$ cat config.mk
export PLATFORM = sky130hd
export DESIGN_NAME = mem_port_arbiter
export DESIGN_NICKNAME = d
export VERILOG_FILES = /design/src/rtl/mem_port_arbiter.sv
export SDC_FILE = /design/constraint.sdc
export NUM_CORES = 1
export LEC_CHECK = 0
export CORE_MARGIN = 4
export CORE_UTILIZATION = 32
export CTS_CLUSTER_DIAMETER = 40
export DETAILED_ROUTE_END_ITERATION = 10
export PLACE_DENSITY = 0.69
export SYNTH_ARGS = -nofsm -noshare
export SYNTH_HDL_FRONTEND = slang
export SYNTH_SLANG_ARGS = --single-unit
export TNS_END_PERCENT = 50
$ cat constraint.sdc
create_clock -name clk -period 1.8 [get_ports clk]
set_input_delay 0.45 -clock clk [delete_from_list [all_inputs] [get_ports clk]]
set_output_delay 0.45 -clock clk [all_outputs]
set_load 0.05 [all_outputs]
$ cat src/rtl/mem_port_arbiter.sv
// Single-port memory arbiter between instruction fetch and load/store.
// Round-robin on ties, registered memory strobe, watchdog abort.
module mem_port_arbiter #(
    parameter int AW      = 32,
    parameter int DW      = 32,
    parameter int TIMEOUT = 16
) (
    input  logic          clk,
    input  logic          rst_n,
    input  logic          if_req,
    input  logic [AW-1:0] if_addr,
    output logic          if_ack,
    output logic [DW-1:0] if_rdata,
    input  logic          d_req,
    input  logic          d_we,
    input  logic [AW-1:0] d_addr,
    input  logic [DW-1:0] d_wdata,
    output logic          d_ack,
    output logic [DW-1:0] d_rdata,
    output logic          err,
    output logic          stall_if,
    output logic          stall_mem,
    output logic          mem_req,
    output logic          mem_we,
    output logic [AW-1:0] mem_addr,
    output logic [DW-1:0] mem_wdata,
    input  logic          mem_ready,
    input  logic [DW-1:0] mem_rdata
);

    typedef enum logic [1:0] {IDLE, I_WAIT, D_WAIT} state_t;

    localparam logic       FETCH = 1'b0;
    localparam logic [7:0] TMAX  = 8'(TIMEOUT - 1);

    state_t     state;
    state_t     state_nx;
    logic       last_grant;
    logic [7:0] wait_cnt;
    logic       grant_i;
    logic       grant_d;
    logic       done;
    logic       abort;

    assign stall_if  = if_req & ~if_ack;
    assign stall_mem = d_req & ~d_ack;

    always_ff @(posedge clk) begin
        if (!rst_n) begin
            state <= IDLE;
        end else begin
            state <= state_nx;
        end
    end

    always_comb begin
        state_nx = state;
        unique case (state)
            IDLE: begin
                if (grant_d) begin
                    state_nx = D_WAIT;
                end else if (grant_i) begin
                    state_nx = I_WAIT;
                end
            end
            I_WAIT, D_WAIT: begin
                if (done || abort) begin
                    state_nx = IDLE;
                end
            end
            default: state_nx = IDLE;
        endcase
    end

    // An ack in flight blocks arbitration, leaving one bubble per access.
    always_comb begin
        grant_i = 1'b0;
        grant_d = 1'b0;
        done    = 1'b0;
        abort   = 1'b0;
        unique case (state)
            IDLE: begin
                if (!(if_ack || d_ack)) begin
                    if (if_req && d_req) begin
                        grant_d = (last_grant == FETCH);
                        grant_i = (last_grant != FETCH);
                    end else begin
                        grant_d = d_req;
                        grant_i = if_req;
                    end
                end
            end
            I_WAIT, D_WAIT: begin
                done  = mem_ready;
                abort = !mem_ready && (wait_cnt == TMAX);
            end
            default: ;
        endcase
    end

    always_ff @(posedge clk) begin
        if (!rst_n) begin
            mem_req    <= 1'b0;
            mem_we     <= 1'b0;
            mem_addr   <= '0;
            mem_wdata  <= '0;
            if_ack     <= 1'b0;
            d_ack      <= 1'b0;
            err        <= 1'b0;
            if_rdata   <= '0;
            d_rdata    <= '0;
            wait_cnt   <= '0;
            last_grant <= FETCH;
        end else begin
            if_ack <= 1'b0;
            d_ack  <= 1'b0;
            err    <= 1'b0;
            if (grant_d) begin
                mem_req    <= 1'b1;
                mem_we     <= d_we;
                mem_addr   <= d_addr;
                mem_wdata  <= d_wdata;
                wait_cnt   <= '0;
                last_grant <= ~FETCH;
            end else if (grant_i) begin
                mem_req    <= 1'b1;
                mem_we     <= 1'b0;
                mem_addr   <= if_addr;
                wait_cnt   <= '0;
                last_grant <= FETCH;
            end else if (done || abort) begin
                mem_req <= 1'b0;
                err     <= abort;
                if (state == I_WAIT) begin
                    if_ack   <= 1'b1;
                    if_rdata <= abort ? '0 : mem_rdata;
                end else begin
                    d_ack <= 1'b1;
                    if (abort) begin
                        d_rdata <= '0;
                    end else if (!mem_we) begin
                        d_rdata <= mem_rdata;
                    end
                end
            end else if (state != IDLE) begin
                wait_cnt <= wait_cnt + 8'd1;
            end
        end
    end

endmodule

### Word level (Yosys, flattened, before mapping)

Cells that the tools add are included.

| word-level totals | value |
|---|---|
| register bits after elaboration | 144 |
| input bits | 134 |
| word-level logic and storage cells | 70 |

| cells by class | value |
|---|---|
| add/subtract/negate cells | 1 |
| eq/ne operators | 6 |
| muxes and demuxes | 25 |
| bitwise operators | 10 |
| reduce and logical (&&, ||, !) cells | 16 |

Operators with widths:

| kind | count |
|---|---|
| 2-to-1 mux 32 bit | 5 |
| 2-to-1 mux 1 bit | 16 |
| adder 8 x 1 -> 8 bit (second input constant) | 1 |
| equality test 8 x 4 -> 1 bit (second input constant) | 1 |
| NOT 1 bit | 8 |
| 2-to-1 mux 2 bit | 3 |
| AND reduction 5 bit | 1 |
| case mux 2 bit (2 select lines) | 1 |
| AND reduction 2 bit | 2 |
| AND reduction 4 bit | 1 |
| nonzero test 2 bit | 2 |
| OR reduction 4 bit | 1 |
| != test 3 bit (second input constant) | 1 |
| nonzero test 3 bit | 1 |
| OR reduction 3 bit | 1 |
| bitwise AND 1 bit | 2 |
| equality test 2 x 1 -> 1 bit (second input constant) | 1 |
| equality test 2 bit (second input constant) | 1 |
| logical AND 1 bit | 2 |
| zero test 2 bit | 1 |
| logical OR 1 bit | 2 |
| != test 2 x 1 -> 1 bit (second input constant) | 1 |
| != test 2 bit (second input constant) | 1 |
| OR reduction 2 bit | 1 |
| zero test 1 bit | 1 |

### Logic depth before layout (Yosys ltp)

| logic depth | value |
|---|---|
| depth after elaboration | 7 |
| depth in mapped cells | 8 |
| gate-level depth less buffers | 6 |

### Worst setup path before layout

OpenSTA, ideal clock, no wires.

| timing path | value |
|---|---|
| kind | register to register |
| from | register state[0] |
| to | register if_rdata[0] |
| setup time | 0.117 ns |
| arrival time | 1.767 ns |
| required time | 1.683 ns |
| path slack | -0.084 ns |
| stages on the path, launching flop included | 9 |
| buffers on the path | 2 |
| clock period less this slack | 1.884 ns |
| path through | dfxtp_1 inv_1 ha_1 clkbuf_1 inv_1 o31ai_4 a31oi_4 buf_6 a22o_1 |

| between the ends | value |
|---|---|
| word-level cells in the longest chain between the ends | 5 |

Ends and longest elaborated chain:

| what | RTL line | source |
|---|---|---|
| from (decl) | 36 | `state_t state;` |
| from (signal assigned) | 52 | `state <= state_nx;` |
| equality test 2 x 1 -> 1 bit or equality test 2 bit (tied branches) | 81, 134 |  |
| OR reduction 2 bit | 81 | `unique case (state)` |
| 2-to-1 mux 1 bit | 81 |  |
| logical OR 1 bit | 131 | `end else if (done \|\| abort) begin` |
| AND reduction 4 bit (no source line) | - |  |
| to (signal assigned) | 136 | `if_rdata <= abort ? '0 : mem_rdata;` |
| to (decl) | 13 | `output logic [DW-1:0] if_rdata,` |

Parallel ways exist; a longest one is shown, timed or not.
A chain may end at the register's enable or synchronous reset.

### Final worst setup path

| timing path | value |
|---|---|
| from | register wait_cnt[7] |
| to | register if_rdata[24] |

| between the ends | value |
|---|---|
| word-level cells in the longest chain between the ends | 5 |

Ends and longest elaborated chain:

| what | RTL line | source |
|---|---|---|
| from (decl) | 39 | `logic [7:0] wait_cnt;` |
| from (signal assigned) | 146 | `wait_cnt <= wait_cnt + 8'd1;` |
| equality test 8 x 4 -> 1 bit * | 95 | `abort = !mem_ready && (wait_cnt == TMAX);` |
| logical AND 1 bit * | 95 |  |
| 2-to-1 mux 1 bit * | 81 |  |
| logical OR 1 bit | 131 |  |
| AND reduction 4 bit (no source line) | - |  |

Mark *: on every way between the ends. The rest lies on a longest branch, timed or not.

==> results.txt <==
The half-perimeter wire length after placement came out at 12,600 um. The width of the die is 136 um. Traced cell by cell, the critical path runs through or4_4 -> o31ai_4 -> a31oi_4 -> buf_12 -> a22o_1.

The area occupied by registers came out at 2890 sq um. Dividing total power by cell area gives a power density of 1280 nW/um^2. The share of power burned in combinational logic is between 30% and 40%. The number of warning messages in the yosys log is 0.

In this run, flip-flops and latches consume 33.6% of the power. The buffers plus inverters on the worst setup path is 1. The sequential share of the synthesized area came out at ~55%. The effective utilization at floorplan came out at roughly a third. The core region is 16,000 sq um. Across the run, the number of max-cap violations was 0. The final reports fail on setup timing. The sort of element at the start of the critical path is a flop. Summed over all layers, the global routing overflow is 0.

The share of async-settable or async-resettable flops after synthesis came out at 0%. The detail-routed via count per cell is 4.86. Buffers inserted during clock tree synthesis total 17. The highest clock rate is 0.552 GHz. Dividing the detail-routed wire length by the instance count gives 16.2 um. The area added between synthesis and finish is 67.4%. The later pin in the worst-skew pair is clocked with a latency of 0.42 ns.

At the worst endpoint, the required time is 2.11 ns. The post-synthesis sequential element count is 144. Of the total power, the clock network draws a little under a third. Headroom to the max-slew limit came out at roughly 66%. During I/O placement, the number of pins put on the boundary was roughly 270. The switching power as a share of total power came out at 38.0%. Entering global routing, the biggest net connects 38 pins. With fillers left out, the area of the finished cells amounts to 8780 sq um. The type of destination of the critical path is a flop. The placement-stage cell area came out at 8130 sq um. Hold timing on the final database bottoms out at a slack of about 0.45 ns. The flip-flop cell with the highest count after synthesis is sky130_fd_sc_hd__dfxtp_1.

In the post-synthesis netlist, the biggest area contributors are sky130_fd_sc_hd__dfxtp_1 (55%), sky130_fd_sc_hd__a22o_1 (11%), sky130_fd_sc_hd__nor3_1 (6.5%). In this run the biggest area consumer among cell types represents a little over half of the synthesized area. The level count of the clock H-tree is 4. Of all cell types, the one taking the most synthesized area is sky130_fd_sc_hd__dfxtp_1.

The worst setup path is of the flop to flop kind. The design draws 11.3 mW. The number of search-and-repair iterations in the first detailed-routing pass is 4. The count of final hold-check violations came out at 0. The share of cells above drive strength 1 is 27.3%. The internal power component came out at 6.99 mW. The total negative slack came out at -0.0707 ns.

The number of inserted filler cells in the final layout is 1,435. The number of antenna-violating nets in the routed design is 0. The number of antenna diodes came out at 0. The flow ran to the end, but the final reports show violations. After the flow finishes, the layout carries non-filler instances totaling 1,076. The worst setup slack after layout came out at -0.0116 ns. The wire length of the first global-routing pass came out at 26,700 um.

The number of setup violations in the final report is 10. The pre-CTS setup slack is -0.410 ns. The power dissipated by switching net loads is 4.29 mW. The distinct cell type count after synthesis came out at 46. In this run the worst hold path is classified as flop to flop. The initialized floorplan defines 46 standard-cell rows. Synthesis produced a netlist whose cell count is 561. The total die area came out at 18,500 sq um. Counting flops with a built-in enable in the synthesized netlist gives 0. Setup repair after global routing could not meet its margin everywhere. At the pin with the least slew margin, the transition time is 0.508 ns. Among all cell types in the netlist, the one instantiated most often is sky130_fd_sc_hd__dfxtp_1.

The number of global-route vias before repair came out at 5,060. Wires add up to 17,400 um. The number of nets in the synthesized netlist came out at 698. The highest fanout seen on the critical path is 32. The peak ir drop on the vdd network came out at roughly 0.76 mV.

The maximum cell stage delay along the critical path came out at 0.57 ns. The initial antenna violation count came to 0. The final period utilization came out at 101%. The commonest cells after synthesis are sky130_fd_sc_hd__dfxtp_1 (144), sky130_fd_sc_hd__nand2_1 (72), sky130_fd_sc_hd__nor3_1 (68), sky130_fd_sc_hd__a22o_1 (64), sky130_fd_sc_hd__nor2_1 (44). For this run, design rule violations remaining after detail routing come to 0. Port buffering added 268 buffers. After detailed placement, the design holds a cell count of 1,044. In this run the cell area of the synthesized design comes to 5250 sq um. In this run the clock root is driven by a sky130_fd_sc_hd__clkbuf_16. Data on the critical path arrives at its endpoint at 2.12 ns. Clock-pin slew was measured on the worst setup and hold paths at 0.07 ns. TritonCTS built the clock tree. The area of the multi-input gates came out at 2180 sq um. The y dimension of the die is 136 um. The final weighted congestion in routability-driven placement came out at roughly 0.80. The post-synthesis area per instance came out at 9.35 sq um. The final design utilization came out at 54.9%. The maximum buffer depth of the clock tree came out at 2.

The CTS sink count came out at ~140. The largest clock skew in the final design came out at between 0.01 and 0.015 ns. The overall routing resource usage is 18.3%. The slowest stage of the critical path belongs to the cell sky130_fd_sc_hd__or4_4.

The worst path in the final design needs a cycle of approximately 1.8 ns, including I/O delays and setup. In this design, the largest share of critical-path delay is due to compound AO/OA/AOI/OAI gates. The routed layout has 5,234 vias. The final layout contains 984 nets. The violation count after the first detailed-route iteration is 198.

The post-CTS setup-driven buffer insertion count came out at 0. The static power due to leakage is 3.72 nW. The number of max-slew violations in the final report is 0.

Buffers inserted to repair hold after CTS numbered 0.
==> power by group through the flow <==
stage / Clock, mW / Combinational (mW) / Sequential, mW
finish: 3.51 / 3.98 / 3.80
global route: 3.76 / 4.23 / 3.84
CTS: 3.60 / 3.98 / 3.80
detailed placement: 0 / 3.97 / 3.85
global placement: 0 / 3.96 / 3.85
floorplan: 0 / 1.12 / 5.09
==> cell type report <==
cell class | instances | area share, %
repair buffers | 311 | 32.3
inverters | 4 | 0.171
well taps | 216 | 3.08
clock inverters | 15 | 1.88
clock buffers | 17 | 4.84
multi-input cells | 369 | 24.8
flip-flops and latches | 144 | 32.9
==> sequential cells by signal, summed over array words and instances (netlist names), 2 cells and up <==
| signal | cells |
|---|---|
| if_rdata | 32 |
| mem_wdata | 32 |
| mem_addr | 32 |
| wait_cnt | 8 |
| d_rdata | 32 |
| state | 2 |
==> repair_timing <==
| item | in CTS | in global routing |
|---|---|---|
| endpoints found under the setup margin | 20 | 82 |
| resized for setup | 6 | 12 |
| pin swaps | 6 | 1 |
==> kinds of logic after synthesis <==
family / count (synthesis) / share of synthesized area [%]
and+or+nand+nor: 209 / 18.3
DFF: 144 / 54.9
AOI/OAI and AO/OA: 151 / 20.4
muxes: 1 / 0.191
buffers and inverters: 48 / 4.58
xor gates and xnor gates: 5 / 0.835
adders and majority gates: 3 / 0.715
==> cells in the final DEF (no fill, tap or decap), types with 2 or more instances in the layout <==
master / n
sky130_fd_sc_hd__nor3_1: 68
sky130_fd_sc_hd__clkinv_4: 2
sky130_fd_sc_hd__a22o_1: 64
sky130_fd_sc_hd__xor2_1: 2
sky130_fd_sc_hd__dfxtp_2: 4
sky130_fd_sc_hd__xnor2_1: 3
sky130_fd_sc_hd__buf_6: 2
sky130_fd_sc_hd__and3_1: 4
sky130_fd_sc_hd__a21oi_1: 38
sky130_fd_sc_hd__clkdlybuf4s50_1: 131
sky130_fd_sc_hd__clkbuf_16: 17
sky130_fd_sc_hd__dfxtp_1: 140
sky130_fd_sc_hd__or4_4: 2
sky130_fd_sc_hd__ha_1: 2
sky130_fd_sc_hd__inv_6: 5
sky130_fd_sc_hd__nand3_2: 2
sky130_fd_sc_hd__nand2b_1: 2
sky130_fd_sc_hd__a31oi_1: 2
sky130_fd_sc_hd__o21ai_0: 33
sky130_fd_sc_hd__nand4_1: 2
sky130_fd_sc_hd__nor2b_4: 2
sky130_fd_sc_hd__buf_12: 13
sky130_fd_sc_hd__inv_1: 4
sky130_fd_sc_hd__nor2_1: 43
sky130_fd_sc_hd__buf_4: 163
sky130_fd_sc_hd__nand2_1: 72
sky130_fd_sc_hd__nand3_1: 3
sky130_fd_sc_hd__a21oi_2: 2
sky130_fd_sc_hd__inv_8: 4
==> path summary, 6_finish.rpt <==
path           startpoint  depth (start not counted)           end  slack (ns)
max reg2reg   wait_cnt[7]                          5  if_rdata[24]       -0.01
min reg2reg  mem_wdata[0]                          2  mem_wdata[0]        0.45
max           wait_cnt[7]                          5  if_rdata[24]       -0.01
min          mem_wdata[0]                          2  mem_wdata[0]        0.45
==> routing by layer <==
metal | part of all wire (%) | vias up | track usage (%)
met5 | 0 | - | 0
met4 | 1.6 | 0 | 6.22
met3 | 12 | 20 | 8.85
met2 | 46 | 235 | 29.3
met1 | 40 | 2403 | 21.3
li1 | - | 2576 | -
==> tightest hold or removal path: stages, from the launching register on <==
cell,delay (ns)
sky130_fd_sc_hd__dfxtp_1,0.31
sky130_fd_sc_hd__nand2_1,0.05
sky130_fd_sc_hd__a21oi_1,0.05
Power figures use the tool's default switching activity.
